[config.mk]
export PLATFORM = sky130hd
export DESIGN_NAME = ifetch_flat
export DESIGN_NICKNAME = d
export VERILOG_FILES = /design/src/rtl/ifetch_if.sv /design/src/rtl/ifetch.sv /design/src/flat_wrapper.sv
export SDC_FILE = /design/constraint.sdc
export NUM_CORES = 1
export LEC_CHECK = 0
export ABC_AREA = 1
export CAP_MARGIN = 40
export CORE_MARGIN = 2
export CORE_UTILIZATION = 54
export CTS_BUF_LIST = sky130_fd_sc_hd__clkbuf_4 sky130_fd_sc_hd__clkbuf_8
export CTS_CLUSTER_DIAMETER = 150
export CTS_CLUSTER_SIZE = 14
export DETAILED_ROUTE_END_ITERATION = 10
export PLACE_DENSITY = 0.88
export RECOVER_POWER = 100
export SLEW_MARGIN = 40
export SYNTH_ARGS = -nofsm -noshare
export SYNTH_HDL_FRONTEND = slang
export SYNTH_SLANG_ARGS = --single-unit
[constraint.sdc]
create_clock -name clk -period 2.8 [get_ports clk]
set_input_delay 0.42 -clock clk [delete_from_list [all_inputs] [get_ports clk]]
set_output_delay 0.42 -clock clk [all_outputs]
set_load 0.01 [all_outputs]
[src/rtl/ifetch_if.sv]
// Fetch-stage bundle: instruction memory request/grant bus, decode handshake and redirect.
// master = fetch stage, slave = memory/decode/branch environment.
interface ifetch_if;
    logic        imem_req_o;
    logic [31:0] imem_addr_o;
    logic        imem_gnt_i;
    logic        imem_rvalid_i;
    logic [31:0] imem_rdata_i;
    logic        instr_valid_o;
    logic        instr_ready_i;
    logic [31:0] instr_o;
    logic [31:0] pc_o;
    logic [31:0] pc_incr_o;
    logic        redirect_i;
    logic [31:0] redirect_pc_i;
    logic        fetch_err_o;

    modport master (
        output imem_req_o, imem_addr_o, instr_valid_o, instr_o, pc_o, pc_incr_o, fetch_err_o,
        input  imem_gnt_i, imem_rvalid_i, imem_rdata_i, instr_ready_i, redirect_i, redirect_pc_i
    );

    modport slave (
        input  imem_req_o, imem_addr_o, instr_valid_o, instr_o, pc_o, pc_incr_o, fetch_err_o,
        output imem_gnt_i, imem_rvalid_i, imem_rdata_i, instr_ready_i, redirect_i, redirect_pc_i
    );
endinterface

[src/rtl/ifetch.sv]
// Instruction fetch stage: PC generation, credit-limited imem requests, prefetch FIFO and redirect flush.
// Optional IFETCH_MISALIGN_CHK_EN: misaligned redirect targets halt fetch and raise fetch_err_o.
module ifetch #(
    parameter logic [31:0] RESET_PC        = 32'h0000_0000,
    parameter int          FIFO_DEPTH      = 2,
    parameter int          MAX_OUTSTANDING = 2
) (
    input logic      clk,
    input logic      rst_n,
    ifetch_if.master bus
);
    localparam int PW = $clog2(FIFO_DEPTH);
    localparam int CW = $clog2(FIFO_DEPTH + 1);
    localparam logic [CW:0]   DEPTH_LIM = (CW + 1)'(FIFO_DEPTH);
    localparam logic [CW-1:0] OUT_LIM   = CW'(MAX_OUTSTANDING);

    logic [31:0]   fetch_pc_reg, fetch_pc_next;
    logic [CW-1:0] outstanding_reg, outstanding_next;
    logic [CW-1:0] discard_reg, discard_next;
    logic [CW-1:0] count_reg, count_next;
    logic [PW-1:0] rd_ptr_reg, rd_ptr_next;
    logic [PW-1:0] wr_ptr_reg, wr_ptr_next;
    logic [31:0]   pc_mem    [FIFO_DEPTH];
    logic [31:0]   instr_mem [FIFO_DEPTH];

    logic        run;
    logic        credit_ok;
    logic        req;
    logic        grant;
    logic        push;
    logic        pop;
    logic        head_valid;
    logic [31:0] rsp_pc;

`ifdef IFETCH_MISALIGN_CHK_EN
    typedef enum logic {RUN, HALT} state_t;
    state_t state_reg, state_next;

    always_ff @(posedge clk or negedge rst_n) begin
        if (!rst_n) state_reg <= RUN;
        else        state_reg <= state_next;
    end

    always_comb begin
        state_next = state_reg;
        if (bus.redirect_i)
            state_next = (bus.redirect_pc_i[1:0] != 2'b00) ? HALT : RUN;
    end

    assign run             = (state_reg == RUN);
    assign bus.fetch_err_o = (state_reg == HALT);
`else
    assign run             = 1'b1;
    assign bus.fetch_err_o = 1'b0;
`endif

    // Credit covers both in-flight requests and buffered entries, so the FIFO can never overflow.
    assign credit_ok  = (outstanding_reg < OUT_LIM) &&
                        (({1'b0, outstanding_reg} + {1'b0, count_reg}) < DEPTH_LIM);
    assign req        = run & ~bus.redirect_i & credit_ok;
    assign grant      = req & bus.imem_gnt_i;
    assign head_valid = (count_reg != '0);
    assign push       = bus.imem_rvalid_i & run & ~bus.redirect_i & (discard_reg == '0);
    assign pop        = head_valid & bus.instr_ready_i & ~bus.redirect_i;

    // With nothing left to discard, every in-flight request is from the current stream,
    // so the oldest one sits 4*outstanding bytes behind the next fetch address.
    assign rsp_pc = fetch_pc_reg - (32'(outstanding_reg) << 2);

    always_comb begin
        fetch_pc_next    = fetch_pc_reg;
        outstanding_next = outstanding_reg;
        discard_next     = discard_reg;
        count_next       = count_reg;
        rd_ptr_next      = rd_ptr_reg;
        wr_ptr_next      = wr_ptr_reg;

        case ({grant, bus.imem_rvalid_i})
            2'b10:   outstanding_next = outstanding_reg + CW'(1);
            2'b01:   outstanding_next = outstanding_reg - CW'(1);
            default: outstanding_next = outstanding_reg;
        endcase

        if (bus.redirect_i) begin
            fetch_pc_next = bus.redirect_pc_i & ~32'h3;
            discard_next  = outstanding_next;
            count_next    = '0;
            rd_ptr_next   = '0;
            wr_ptr_next   = '0;
        end else begin
            if (grant)
                fetch_pc_next = fetch_pc_reg + 32'd4;
            if (bus.imem_rvalid_i && (discard_reg != '0))
                discard_next = discard_reg - CW'(1);
            if (push)
                wr_ptr_next = wr_ptr_reg + PW'(1);
            if (pop)
                rd_ptr_next = rd_ptr_reg + PW'(1);
            case ({push, pop})
                2'b10:   count_next = count_reg + CW'(1);
                2'b01:   count_next = count_reg - CW'(1);
                default: count_next = count_reg;
            endcase
        end
    end

    always_ff @(posedge clk or negedge rst_n) begin
        if (!rst_n) begin
            fetch_pc_reg    <= {RESET_PC[31:2], 2'b00};
            outstanding_reg <= '0;
            discard_reg     <= '0;
            count_reg       <= '0;
            rd_ptr_reg      <= '0;
            wr_ptr_reg      <= '0;
        end else begin
            fetch_pc_reg    <= fetch_pc_next;
            outstanding_reg <= outstanding_next;
            discard_reg     <= discard_next;
            count_reg       <= count_next;
            rd_ptr_reg      <= rd_ptr_next;
            wr_ptr_reg      <= wr_ptr_next;
        end
    end

    genvar gi;
    for (gi = 0; gi < FIFO_DEPTH; gi++) begin : g_entry
        logic [31:0] pc_q;
        logic [31:0] instr_q;

        always_ff @(posedge clk or negedge rst_n) begin
            if (!rst_n) begin
                pc_q    <= '0;
                instr_q <= '0;
            end else if (push && (wr_ptr_reg == PW'(gi))) begin
                pc_q    <= rsp_pc;
                instr_q <= bus.imem_rdata_i;
            end
        end

        assign pc_mem[gi]    = pc_q;
        assign instr_mem[gi] = instr_q;
    end

    assign bus.imem_req_o    = req;
    assign bus.imem_addr_o   = fetch_pc_reg;
    assign bus.instr_valid_o = head_valid;
    assign bus.instr_o       = instr_mem[rd_ptr_reg];
    assign bus.pc_o          = pc_mem[rd_ptr_reg];
    assign bus.pc_incr_o     = pc_mem[rd_ptr_reg] + 32'd4;
endmodule
[src/flat_wrapper.sv]
// flat-port wrapper written by rule: the top's interface ports become plain ports
module ifetch_flat 
#(
    parameter logic [31:0] RESET_PC        = 32'h0000_0000,
    parameter int          FIFO_DEPTH      = 2,
    parameter int          MAX_OUTSTANDING = 2
)
  (clk, rst_n, bus_imem_req_o, bus_imem_addr_o, bus_instr_valid_o, bus_instr_o, bus_pc_o, bus_pc_incr_o, bus_fetch_err_o, bus_imem_gnt_i, bus_imem_rvalid_i, bus_imem_rdata_i, bus_instr_ready_i, bus_redirect_i, bus_redirect_pc_i);
  ifetch_if bus_i ();
  input logic clk;
  input logic rst_n;
  output wire logic [$bits(bus_i.imem_req_o)-1:0] bus_imem_req_o;
  output wire logic [$bits(bus_i.imem_addr_o)-1:0] bus_imem_addr_o;
  output wire logic [$bits(bus_i.instr_valid_o)-1:0] bus_instr_valid_o;
  output wire logic [$bits(bus_i.instr_o)-1:0] bus_instr_o;
  output wire logic [$bits(bus_i.pc_o)-1:0] bus_pc_o;
  output wire logic [$bits(bus_i.pc_incr_o)-1:0] bus_pc_incr_o;
  output wire logic [$bits(bus_i.fetch_err_o)-1:0] bus_fetch_err_o;
  input wire logic [$bits(bus_i.imem_gnt_i)-1:0] bus_imem_gnt_i;
  input wire logic [$bits(bus_i.imem_rvalid_i)-1:0] bus_imem_rvalid_i;
  input wire logic [$bits(bus_i.imem_rdata_i)-1:0] bus_imem_rdata_i;
  input wire logic [$bits(bus_i.instr_ready_i)-1:0] bus_instr_ready_i;
  input wire logic [$bits(bus_i.redirect_i)-1:0] bus_redirect_i;
  input wire logic [$bits(bus_i.redirect_pc_i)-1:0] bus_redirect_pc_i;
  assign bus_imem_req_o = bus_i.imem_req_o;
  assign bus_imem_addr_o = bus_i.imem_addr_o;
  assign bus_instr_valid_o = bus_i.instr_valid_o;
  assign bus_instr_o = bus_i.instr_o;
  assign bus_pc_o = bus_i.pc_o;
  assign bus_pc_incr_o = bus_i.pc_incr_o;
  assign bus_fetch_err_o = bus_i.fetch_err_o;
  assign bus_i.imem_gnt_i = bus_imem_gnt_i;
  assign bus_i.imem_rvalid_i = bus_imem_rvalid_i;
  assign bus_i.imem_rdata_i = bus_imem_rdata_i;
  assign bus_i.instr_ready_i = bus_instr_ready_i;
  assign bus_i.redirect_i = bus_redirect_i;
  assign bus_i.redirect_pc_i = bus_redirect_pc_i;
  ifetch #(.RESET_PC(RESET_PC), .FIFO_DEPTH(FIFO_DEPTH), .MAX_OUTSTANDING(MAX_OUTSTANDING)) u_core (.clk(clk), .rst_n(rst_n), .bus(bus_i));
endmodule
==> metrics.csv <==
stage,metric,value,unit
critical_path,launch point of the worst path,u_core.rd_ptr_reg,
cells_and_area,Layout area overhead,27.6,%
floorplanning,num ports,201,
outcome,violations in the final reports,"capacitance limit, slew limit, setup timing",
cts,CTS Buffer Depth,2,
timing,Setup WS post-layout,-44.9,ps
placement,IO Port Bufs,191,
floorplanning,die area,0.0201,mm^2
timing,setup TNS,-44.9,ps
yosys,proportion of synthesized chip area in sequential cells,0.396,
critical_path,r2r setup slk,250,ps
placement,GP Congestion,0.885,
timing,slew margin rel.,-0.282,
routing,1st-pass router iterations,6,
yosys,"FF+latch count, synth",162,
outcome,status,finished with violations,
critical_path,kind of critical path,flop to output port,
global_routing,initial antenna violation count,0,
global_routing,first-pass GRT wire length,48.4,mm
power_and_ir_drop,Pleak,0.00648,uW
critical_path,CP Launch Type,flop,
timing,fin crit period,2840,ps
routing,detailed-route wire length,30.1,mm
timing,smallest hold slack,486,ps
placement,dpl hpwl,21.1,mm
power_and_ir_drop,peak supply drop,466,uV
critical_path,launch point of the worst reg-to-reg path,u_core.outstanding_reg[0],
cells_and_area,ant diodes,0,
routing,vias per inst,5.30,
timing,RSZ-0062 raised after global routing,yes,
run,Max Cap Viol,1,
floorplanning,Rows,50,
floorplanning,starting density of the core,0.549,
cts,number of CTS-inserted buffers,17,
floorplanning,CORE AREA,0.0186,mm^2
min_path,worst min path class,flop to flop,
routing,via total after detailed routing,10500,
yosys,Syn Area/Cell,6.67,um^2
routing,Iteration-0 DRC Markers,876,
cells_and_area,final non-filler cell total,1977,
cells_and_area,fraction of layout cells with a size suffix above 1,0.114,
yosys,area share of the largest cell type after synthesis,0.396,
cts,Clock Root Buffer,clkbuf_8,
global_routing,largest net degree at the start of global routing,78,
floorplanning,Die W,142,um
timing,clock skew,15.6,ps
yosys,synth unique cells,39,
placement,# placed instances,1917,
cts,CTS tree,yes,
cells_and_area,nets,1808,
timing,Slew Limit Fails,77,
timing,Final Cycle Share,1.02,
power_and_ir_drop,PD cells,911,mW/mm^2
timing,Slew @ Worst Pin,1920,ps
critical_path,worst-path maximum fanout,16,
cts,CTS H-tree lvls,4,
yosys,synth warn,0,
timing,Final Hold Fails,0,
cts,clock-pin slew on the worst setup and hold paths,90,ps
timing,"Setup violations, final",1,
critical_path,endpoint class of the critical path,output port,
global_routing,GR Overflow Total,0,
cells_and_area,max reg flops,64,
yosys,cells after synthesis,1534,
placement,placed inst area,0.0123,mm^2
critical_path,Critical Path AT,2420,ps
timing,Max Clock Freq,0.352,GHz
cells_and_area,Largest Register,u_core.g_entry.instr_q,
cts,Clock Latency Late Sink,470,ps
routing,post-DR wirelength/cell,15.2,um
global_routing,GR Util All Layers,0.302,
global_routing,vias in the first global route,9995,
min_path,Hold Crit Start,u_core.g_entry[0].pc_q[4],
floorplanning,die height,142,um
cells_and_area,post-route cell area,0.0131,mm^2
critical_path,CP required,2380,ps
cts,# clock sinks,162,
yosys,ranking of synthesized cells by area,"dfrtp_1, nand2_1, o21ai_0",
routing,Antenna Nets Post-Route,0,
yosys,post-synth top area cell,dfrtp_1,
routing,# DRC,0,
yosys,Post-Syn Area,0.0102,mm^2
-- Yosys cell counts --
library cell	n
nand3_1	72
nand2_4	1
nor4_1	1
ha_1	6
nor2_4	6
mux2_2	1
o211ai_1	7
nor2_1	139
a22o_1	1
o221ai_1	1
nand2_2	42
clkinv_1	1
inv_2	2
o21ai_0	115
nand4_1	14
o21ai_1	6
buf_12	1
a21oi_1	2
inv_1	138
xnor2_1	7
a31oi_1	1
buf_2	29
o21ai_2	2
nand2_1	664
conb_1	1
and2_1	2
buf_8	1
dfrtp_1	162
inv_8	1
or2_2	1
xor2_1	40
fa_1	2
buf_6	6
buf_1	1
and3_1	1
buf_4	8
clkbuf_1	28
nor2_2	17
o21bai_1	4
-- routing by layer --
| layer | GRT usage | part of all wire | vias up |
|---|---|---|---|
| met1 | 0.396 | 0.42 | 4901 |
| met5 | 0 | 0 | - |
| met3 | 0.0503 | 0.068 | 67 |
| met2 | 0.509 | 0.49 | 433 |
| met4 | 0.109 | 0.027 | 0 |
| li1 | - | - | 5084 |
-- cell usage in the layout, fill, tap and decap left out, types with 13 or more instances in the layout --
cell	netlist	layout
nor2_1	139	125
nand4_1	14	14
buf_4	8	36
clkbuf_2	0	13
nand3_1	72	70
dlygate4sd2_1	0	14
dfrtp_1	162	161
dlygate4sd3_1	0	57
inv_1	138	140
clkdlybuf4s50_1	0	105
nand2_2	42	48
clkbuf_8	0	19
nand2_1	664	655
nor2_2	17	26
xor2_1	40	39
o21ai_0	115	118
-- area by class of cell --
class                      count  area, um^2
timing repair inverter         1        11.3
timing repair buffer         244        2370
multi-input combinational   1162        5390
clock buffer                  19         262
fill                        1514        5580
clock inverter                13         145
sequential                   162        4060
inverter                     142         541
tap                          234         293
-- worst max-delay path, cell delays in order, from the launching register on --
cell and delay (ps):
dfrtp_2 500, buf_6 160, buf_16 140, nand2_1 70, nand2_1 100, nor2_1 140, nand2_1 90, nor2_2 170
nand3_1 110, nand2_1 90, nand2_1 70, dlygate4sd2_1 290
-- per-stage QoR --
| stage | utilization | total power [uW] | worst slack, ps |
|---|---|---|---|
| floorplan | - | 7170 | 393 |
| global placement | 0.661 | 9790 | 131 |
| detailed placement | 0.661 | 9990 | 124 |
| CTS | 0.698 | 11900 | -13.3 |
| global route | 0.701 | 12800 | -150 |
| finish | 0.701 | 11900 | -44.9 |
-- cells by family (layout without fill, tap and decap cells) --
logic type / count (synthesis) / count (layout) / share of synthesized area
multiplexers: 1 / 1 / 0.00110
AO/OA/AOI/OAI: 139 / 139 / 0.0723
adder cells (fa/ha/maj): 8 / 8 / 0.0112
other: 1 / 7 / 0.000366
AND/OR/NAND/NOR: 960 / 960 / 0.385
flip-flops: 162 / 162 / 0.396
XOR/XNOR: 47 / 47 / 0.0402
buffers and inverters: 216 / 419 / 0.0935
-- power breakdown --
group	leakage [uW]	total, uW	internal, uW	switching [uW]
sequential	0.00203	3940	3210	733
clock	0.000205	1750	784	970
combinational	0.00425	6200	2700	3500
-- repair_timing --
action,CTS,global route
endpoints found under the setup margin,29,28
endpoints found under the hold margin,35,0
hold buffers,1,0
resized for setup,66,47
cloned,3,1
pin swaps,16,7
setup buffers,18,6
-- path summary, 6_finish.rpt --
| kind | end | depth (start not counted) |
|---|---|---|
| setup / recovery | bus_pc_incr_o[19] | 11 |
| hold / removal | u_core.g_entry[0].pc_q[4] | 2 |
| setup reg to reg | u_core.bus.imem_addr_o[22] | 11 |
| hold reg to reg | u_core.g_entry[0].pc_q[4] | 2 |
| max in group asynchronous | u_core.bus.imem_addr_o[11] | 3 |
| min in group asynchronous | u_core.g_entry[1].instr_q[26] | 2 |
Power figures use the tool's default switching activity.
